<file path="src/rtl/mem_arbiter_if.sv">
// Bundle of the I-cache, D-cache and memory-side signals of the arbiter.
// slave  : the arbiter's view (takes requests, drives memory commands).
// master : the environment's view (caches plus memory model).
interface mem_arbiter_if;
    // I-cache side
    logic         i_read;
    logic [27:0]  i_addr;
    logic [127:0] i_rdata;
    logic         i_ready;
    // D-cache side
    logic         d_read;
    logic         d_write;
    logic [27:0]  d_addr;
    logic [127:0] d_wdata;
    logic [127:0] d_rdata;
    logic         d_ready;
    // Memory side
    logic         mem_read;
    logic         mem_write;
    logic [27:0]  mem_addr;
    logic [127:0] mem_wdata;
    logic [127:0] mem_rdata;
    logic         mem_ready;
    // Status
    logic         busy;

    modport slave (
        input  i_read, i_addr,
        output i_rdata, i_ready,
        input  d_read, d_write, d_addr, d_wdata,
        output d_rdata, d_ready,
        output mem_read, mem_write, mem_addr, mem_wdata,
        input  mem_rdata, mem_ready,
        output busy
    );

    modport master (
        output i_read, i_addr,
        input  i_rdata, i_ready,
        output d_read, d_write, d_addr, d_wdata,
        input  d_rdata, d_ready,
        input  mem_read, mem_write, mem_addr, mem_wdata,
        output mem_rdata, mem_ready,
        input  busy
    );
endinterface

</file>
<file path="src/rtl/mem_arbiter.sv">
// Two-port memory arbiter: I-cache and D-cache share one block-wide memory
// port. One transaction at a time; simultaneous requests alternate using a
// last-grant bit. All memory commands and cache responses are registered.
module mem_arbiter (
    input  logic          clk,
    input  logic          rst_n,
    mem_arbiter_if.slave  bus
);

    typedef enum logic [1:0] {
        IDLE    = 2'd0,
        SERVE_I = 2'd1,
        SERVE_D = 2'd2,
        RESP    = 2'd3
    } state_t;

    localparam logic GRANT_I = 1'b0;
    localparam logic GRANT_D = 1'b1;

    state_t       r_state;
    state_t       w_state_next;
    logic         r_last_grant;
    logic         w_last_grant_next;

    logic         r_mem_read,   w_mem_read_next;
    logic         r_mem_write,  w_mem_write_next;
    logic [27:0]  r_mem_addr,   w_mem_addr_next;
    logic [127:0] r_mem_wdata,  w_mem_wdata_next;
    logic [127:0] r_i_rdata,    w_i_rdata_next;
    logic [127:0] r_d_rdata,    w_d_rdata_next;
    logic         r_i_ready,    w_i_ready_next;
    logic         r_d_ready,    w_d_ready_next;

    logic         w_d_req;
    logic         w_grant_d;
    logic         w_grant_i;

    // Arbitration: D wins if alone, or on a tie when I was granted last.
    assign w_d_req   = bus.d_read | bus.d_write;
    assign w_grant_d = w_d_req & (~bus.i_read | (r_last_grant == GRANT_I));
    assign w_grant_i = bus.i_read & ~w_grant_d;

    // State and last-grant registers.
    always_ff @(posedge clk or negedge rst_n) begin
        if (!rst_n) begin
            r_state      <= IDLE;
            r_last_grant <= GRANT_I;
        end else begin
            r_state      <= w_state_next;
            r_last_grant <= w_last_grant_next;
        end
    end

    // Next-state and next values for every registered output.
    always_comb begin
        w_state_next      = r_state;
        w_last_grant_next = r_last_grant;
        w_mem_read_next   = r_mem_read;
        w_mem_write_next  = r_mem_write;
        w_mem_addr_next   = r_mem_addr;
        w_mem_wdata_next  = r_mem_wdata;
        w_i_rdata_next    = r_i_rdata;
        w_d_rdata_next    = r_d_rdata;
        w_i_ready_next    = 1'b0;
        w_d_ready_next    = 1'b0;

        unique case (r_state)
            IDLE: begin
                if (w_grant_d) begin
                    w_state_next      = SERVE_D;
                    w_last_grant_next = GRANT_D;
                    w_mem_addr_next   = bus.d_addr;
                    // A combined read+write request is a write.
                    if (bus.d_write) begin
                        w_mem_write_next = 1'b1;
                        w_mem_wdata_next = bus.d_wdata;
                    end else begin
                        w_mem_read_next  = 1'b1;
                    end
                end else if (w_grant_i) begin
                    w_state_next      = SERVE_I;
                    w_last_grant_next = GRANT_I;
                    w_mem_addr_next   = bus.i_addr;
                    w_mem_read_next   = 1'b1;
                end
            end
            SERVE_I: begin
                if (bus.mem_ready) begin
                    w_state_next     = RESP;
                    w_mem_read_next  = 1'b0;
                    w_mem_write_next = 1'b0;
                    w_i_ready_next   = 1'b1;
                    w_i_rdata_next   = bus.mem_rdata;
                end
            end
            SERVE_D: begin
                if (bus.mem_ready) begin
                    w_state_next     = RESP;
                    w_mem_read_next  = 1'b0;
                    w_mem_write_next = 1'b0;
                    w_d_ready_next   = 1'b1;
                    // Write completions leave the read data untouched.
                    if (!r_mem_write) begin
                        w_d_rdata_next = bus.mem_rdata;
                    end
                end
            end
            RESP: begin
                // Requests are not sampled here: one cycle to drop them.
                w_state_next = IDLE;
            end
            default: begin
                w_state_next = IDLE;
            end
        endcase
    end

    // Registered memory command and cache response outputs.
    always_ff @(posedge clk or negedge rst_n) begin
        if (!rst_n) begin
            r_mem_read  <= 1'b0;
            r_mem_write <= 1'b0;
            r_mem_addr  <= '0;
            r_mem_wdata <= '0;
            r_i_rdata   <= '0;
            r_d_rdata   <= '0;
            r_i_ready   <= 1'b0;
            r_d_ready   <= 1'b0;
        end else begin
            r_mem_read  <= w_mem_read_next;
            r_mem_write <= w_mem_write_next;
            r_mem_addr  <= w_mem_addr_next;
            r_mem_wdata <= w_mem_wdata_next;
            r_i_rdata   <= w_i_rdata_next;
            r_d_rdata   <= w_d_rdata_next;
            r_i_ready   <= w_i_ready_next;
            r_d_ready   <= w_d_ready_next;
        end
    end

    assign bus.mem_read  = r_mem_read;
    assign bus.mem_write = r_mem_write;
    assign bus.mem_addr  = r_mem_addr;
    assign bus.mem_wdata = r_mem_wdata;
    assign bus.i_rdata   = r_i_rdata;
    assign bus.d_rdata   = r_d_rdata;
    assign bus.i_ready   = r_i_ready;
    assign bus.d_ready   = r_d_ready;
    assign bus.busy      = (r_state != IDLE);

endmodule

</file>
<file path="src/flat_wrapper.sv">
// flat-port wrapper written by rule: the top's interface ports become plain ports
module mem_arbiter_flat 
  (clk, rst_n, bus_i_read, bus_i_addr, bus_i_rdata, bus_i_ready, bus_d_read, bus_d_write, bus_d_addr, bus_d_wdata, bus_d_rdata, bus_d_ready, bus_mem_read, bus_mem_write, bus_mem_addr, bus_mem_wdata, bus_mem_rdata, bus_mem_ready, bus_busy);
  mem_arbiter_if bus_i ();
  input  logic clk;
  input  logic rst_n;
  input wire logic [$bits(bus_i.i_read)-1:0] bus_i_read;
  input wire logic [$bits(bus_i.i_addr)-1:0] bus_i_addr;
  output wire logic [$bits(bus_i.i_rdata)-1:0] bus_i_rdata;
  output wire logic [$bits(bus_i.i_ready)-1:0] bus_i_ready;
  input wire logic [$bits(bus_i.d_read)-1:0] bus_d_read;
  input wire logic [$bits(bus_i.d_write)-1:0] bus_d_write;
  input wire logic [$bits(bus_i.d_addr)-1:0] bus_d_addr;
  input wire logic [$bits(bus_i.d_wdata)-1:0] bus_d_wdata;
  output wire logic [$bits(bus_i.d_rdata)-1:0] bus_d_rdata;
  output wire logic [$bits(bus_i.d_ready)-1:0] bus_d_ready;
  output wire logic [$bits(bus_i.mem_read)-1:0] bus_mem_read;
  output wire logic [$bits(bus_i.mem_write)-1:0] bus_mem_write;
  output wire logic [$bits(bus_i.mem_addr)-1:0] bus_mem_addr;
  output wire logic [$bits(bus_i.mem_wdata)-1:0] bus_mem_wdata;
  input wire logic [$bits(bus_i.mem_rdata)-1:0] bus_mem_rdata;
  input wire logic [$bits(bus_i.mem_ready)-1:0] bus_mem_ready;
  output wire logic [$bits(bus_i.busy)-1:0] bus_busy;
  assign bus_i.i_read = bus_i_read;
  assign bus_i.i_addr = bus_i_addr;
  assign bus_i_rdata = bus_i.i_rdata;
  assign bus_i_ready = bus_i.i_ready;
  assign bus_i.d_read = bus_d_read;
  assign bus_i.d_write = bus_d_write;
  assign bus_i.d_addr = bus_d_addr;
  assign bus_i.d_wdata = bus_d_wdata;
  assign bus_d_rdata = bus_i.d_rdata;
  assign bus_d_ready = bus_i.d_ready;
  assign bus_mem_read = bus_i.mem_read;
  assign bus_mem_write = bus_i.mem_write;
  assign bus_mem_addr = bus_i.mem_addr;
  assign bus_mem_wdata = bus_i.mem_wdata;
  assign bus_i.mem_rdata = bus_mem_rdata;
  assign bus_i.mem_ready = bus_mem_ready;
  assign bus_busy = bus_i.busy;
  mem_arbiter u_core (.clk(clk), .rst_n(rst_n), .bus(bus_i));
endmodule
</file>
<file path="config.mk">
export PLATFORM = sky130hd
export DESIGN_NAME = mem_arbiter_flat
export DESIGN_NICKNAME = d
export VERILOG_FILES = /design/src/rtl/mem_arbiter_if.sv /design/src/rtl/mem_arbiter.sv /design/src/flat_wrapper.sv
export SDC_FILE = /design/constraint.sdc
export NUM_CORES = 1
export LEC_CHECK = 0
export ABC_AREA = 1
export CAP_MARGIN = 10
export CORE_AREA = 10 10 278 280
export DETAILED_ROUTE_END_ITERATION = 12
export DIE_AREA = 0 0 288 290
export HOLD_SLACK_MARGIN = 0.05
export PLACE_DENSITY_LB_ADDON = 0.3
export SETUP_SLACK_MARGIN = 0.1
export SLEW_MARGIN = 10
export SYNTH_ARGS = -nofsm -noshare
export SYNTH_HDL_FRONTEND = slang
export SYNTH_SLANG_ARGS = --single-unit
</file>
<file path="constraint.sdc">
create_clock -name clk -period 3.1 [get_ports clk]
set_input_delay 0.62 -clock clk [delete_from_list [all_inputs] [get_ports clk]]
set_output_delay 0.62 -clock clk [all_outputs]
set_load 0.005 [all_outputs]
</file>
==> results.ini <==
[drt]
drt_iter0_markers=686
wl_met2_microns=32000
wl_microns=64200
avgViaCountPerCell=4.12
wl_per_cell_microns=18.5
met3WireLength_microns=6510
route.detailed.drc=0
wl_met1_microns=23700
num_vias=14300
routed.top_layer=met5
drtAntennaViolNets=0
drtPass1Iterations=6

[placement]
gp_congestion=0.844
dpl.hpwl_microns=49600
port_buffers=734

[sta]
rsz0062_at_grt=false
fin_crit_ps=2620
max_freq_ghz=0.382
finClkSkew_ps=14.9
post-route-period-util_pct=84.4
finalSetupViolations=0
slew_headroom_pct=37.2
tns_ps=0
finalHoldViolCount=0
drv_slew=0
max_slew.worst_pin.slew_ps=941

[hold_path]
hold_start=u_core.bus.d_rdata[106]
hp-class=reg2reg
min_to=u_core.bus.d_rdata[106]
holdPathStages=2

[cells_and_area]
areaGrowthSynthToFinish_pct=60.9
seqCellArea_sq_um=10500
nets=2807
drive_gt1_share_pct=9.80
multi_input_area_sq_um=4970
post-route-util_pct=37.5
fillers=7137

[setup_path]
reg2reg_from=u_core.r_state[0]
worstSetupEndpointType=output pin
cp-start-kind=flop
r2r-end=u_core.bus.mem_wdata[51]
critPathRequiredTime_ps=2480
cp.arrival_ps=2000
rr_worst_depth=9
r2r_slack_ps=1020
path_max_fanout=6
criticalPathCategory=reg2out

[cts]
clockBufferDepth=3
ctsResizeCount=0
clk_pin_slew_worst_paths_ps=60
cts_tree=built
cts_sinks=419
htree_levels=2
cts_buffers=49
clk_latency_ps=580
root_buffer=clkbuf_16

[yosys]
ys_warn_count=0
postSynthAreaPerCell_sq_um=9.46
syn-num-nets=2078
ys_seq_elements=419
synth_area_sq_um=16600
yosysUniqueCellTypes=19
yosysSeqAreaShare_pct=63.1
synthCells=1757

[grt]
antenna_found_initial=5
grt_pass1_wl_microns=96900
grt_max_degree=131
grt_pass1_vias=15400
grt_overflow=0
grt_usage_pct=14.9

[die]
pin_count=735
die_width_microns=288
rows=98
coreArea_sq_um=71400
die_y_microns=290
initial_utilization_pct=23.3
dieArea_sq_um=83500

[pwr]
ir_drop_mv=0.433
pwr_density_cell_nw_per_um2=992
leakage_nw=12.8

[status]
status=complete, no violations

[job]
drv_cap=0

-- final cells by class --
type | instances | share of cell area, %
tap | 950 | 4.44
clock buffer | 67 | 5.29
antenna | 2 | 0.0187
inverter | 141 | 1.98
timing repair buffer | 775 | 29.2
clock inverter | 19 | 1.25
multi-input combinational | 1100 | 18.6
sequential | 419 | 39.2
-- routing by layer --
metal / up-vias / GRT usage (%)
li1: 6854 / -
met4: 6 / 4.89
met5: - / 0
met3: 112 / 6.04
met2: 572 / 26.0
met1: 6763 / 16.0
-- worst max path at each step --
| stage | from | end | slack (ps) | depth (start not counted) |
|---|---|---|---|---|
| 2_1_floorplan | bus_i_read | u_core.r_state[0] | 1610 | 8 |
| 3_3_place_gp | bus_d_write | u_core.bus.mem_wdata[99] | 580 | 8 |
| 3_5_place_dp | bus_d_write | u_core.bus.mem_wdata[115] | 510 | 8 |
| 4_1_cts | u_core.r_state[0] | bus_busy | 420 | 4 |
| 5_1_grt | u_core.r_state[1] | bus_busy | 370 | 4 |
| 6_report | u_core.r_state[0] | bus_busy | 480 | 4 |
-- worst max-delay path, stage by stage (launching register included) --
cell             delay (ps)
dfrtp_1                 370
inv_1                    80
ha_1                    260
inv_1                   160
clkdlybuf4s50_1         560
-- Yosys cell counts (all sizes together) --
| master | count | area, sq um |
|---|---|---|
| nand2 | 828 | 3110 |
| nand3 | 5 | 30.0 |
| nand4 | 2 | 12.5 |
| ha | 3 | 37.5 |
| a21oi | 1 | 8.76 |
| nor2 | 1 | 3.75 |
| inv | 141 | 529 |
| o21ai | 259 | 1750 |
| dfrtp | 419 | 10500 |
| or2 | 1 | 6.26 |
| buf | 70 | 559 |
| clkbuf | 27 | 101 |
-- state kept, by name, indices dropped and copies added (netlist names) --
| name | flops |
|---|---|
| u_core.bus.mem_wdata | 128 |
| u_core.r_last_grant | 1 |
| u_core.bus.mem_write | 1 |
| u_core.bus.mem_read | 1 |
| u_core.bus.d_rdata | 128 |
| u_core.bus.mem_addr | 28 |
| u_core.bus.i_ready | 1 |
| u_core.r_state | 2 |
| u_core.bus.i_rdata | 128 |
| u_core.bus.d_ready | 1 |
-- where the power goes --
part | internal (mW) | total [mW] | switching, mW
Sequential | 7.97 | 9.42 | 1.45
Clock | 3.86 | 6.23 | 2.37
Combinational | 6.03 | 10.9 | 4.85
-- layout by cell type (no fill, tap or decap) --
cell type        netlist  layout
nand2_1              828     827
clkdlybuf4s50_1        0     733
dfrtp_1              419     419
inv_1                139     139
o21ai_0              135     135
o21ai_2              120     121
clkbuf_16              0      50
buf_4                 15      27
buf_12                 0      13
clkbuf_8               0      10
bufinv_16              0       8
clkinv_2               0       7
clkbuf_1              27       7
nand3_1                4       4
o21ai_1                4       3
ha_1                   3       3
diode_2                0       2
nand4_1                2       2
nand2_4                0       1
or2_4                  0       1
nor2_1                 1       1
a21oi_2                1       1
inv_2                  2       1
nand3_4                0       1
inv_16                 0       1
clkinv_8               0       1
inv_8                  0       1
clkinvlp_4             0       1
inv_6                  0       1
dlygate4sd3_1          0       1
buf_8                  0       1
-- timing repair --
item / CTS / global route
hold endpoints to repair: 8 / 0
buffers inserted: 0 / 0
hold buffers: 1 / 0
-- cell families after synthesis --
group / share of synthesized area, %
AOI/OAI and AO/OA: 10.6
adders and majority gates: 0.226
DFF: 63.1
and+or+nand+nor: 19.0
buffers and inverters: 7.16
-- through the flow --
stage / worst slack (ps) / std cells / total power, mW / hold WS, ps / area, sq um
after global placement: 583 / 3384 / 20.4 / 462 / 25000
after CTS: 421 / 3471 / 27.1 / 480 / 26800
final: 484 / 3473 / 26.5 / 477 / 26800
after detailed placement: 513 / 3384 / 20.6 / 464 / 25000
after floorplan: 1610 / 1757 / 13.2 / 324 / 16600
after global routing: 368 / 3473 / 28.4 / 496 / 26800
No activity file was read; power rests on OpenSTA's default activity.
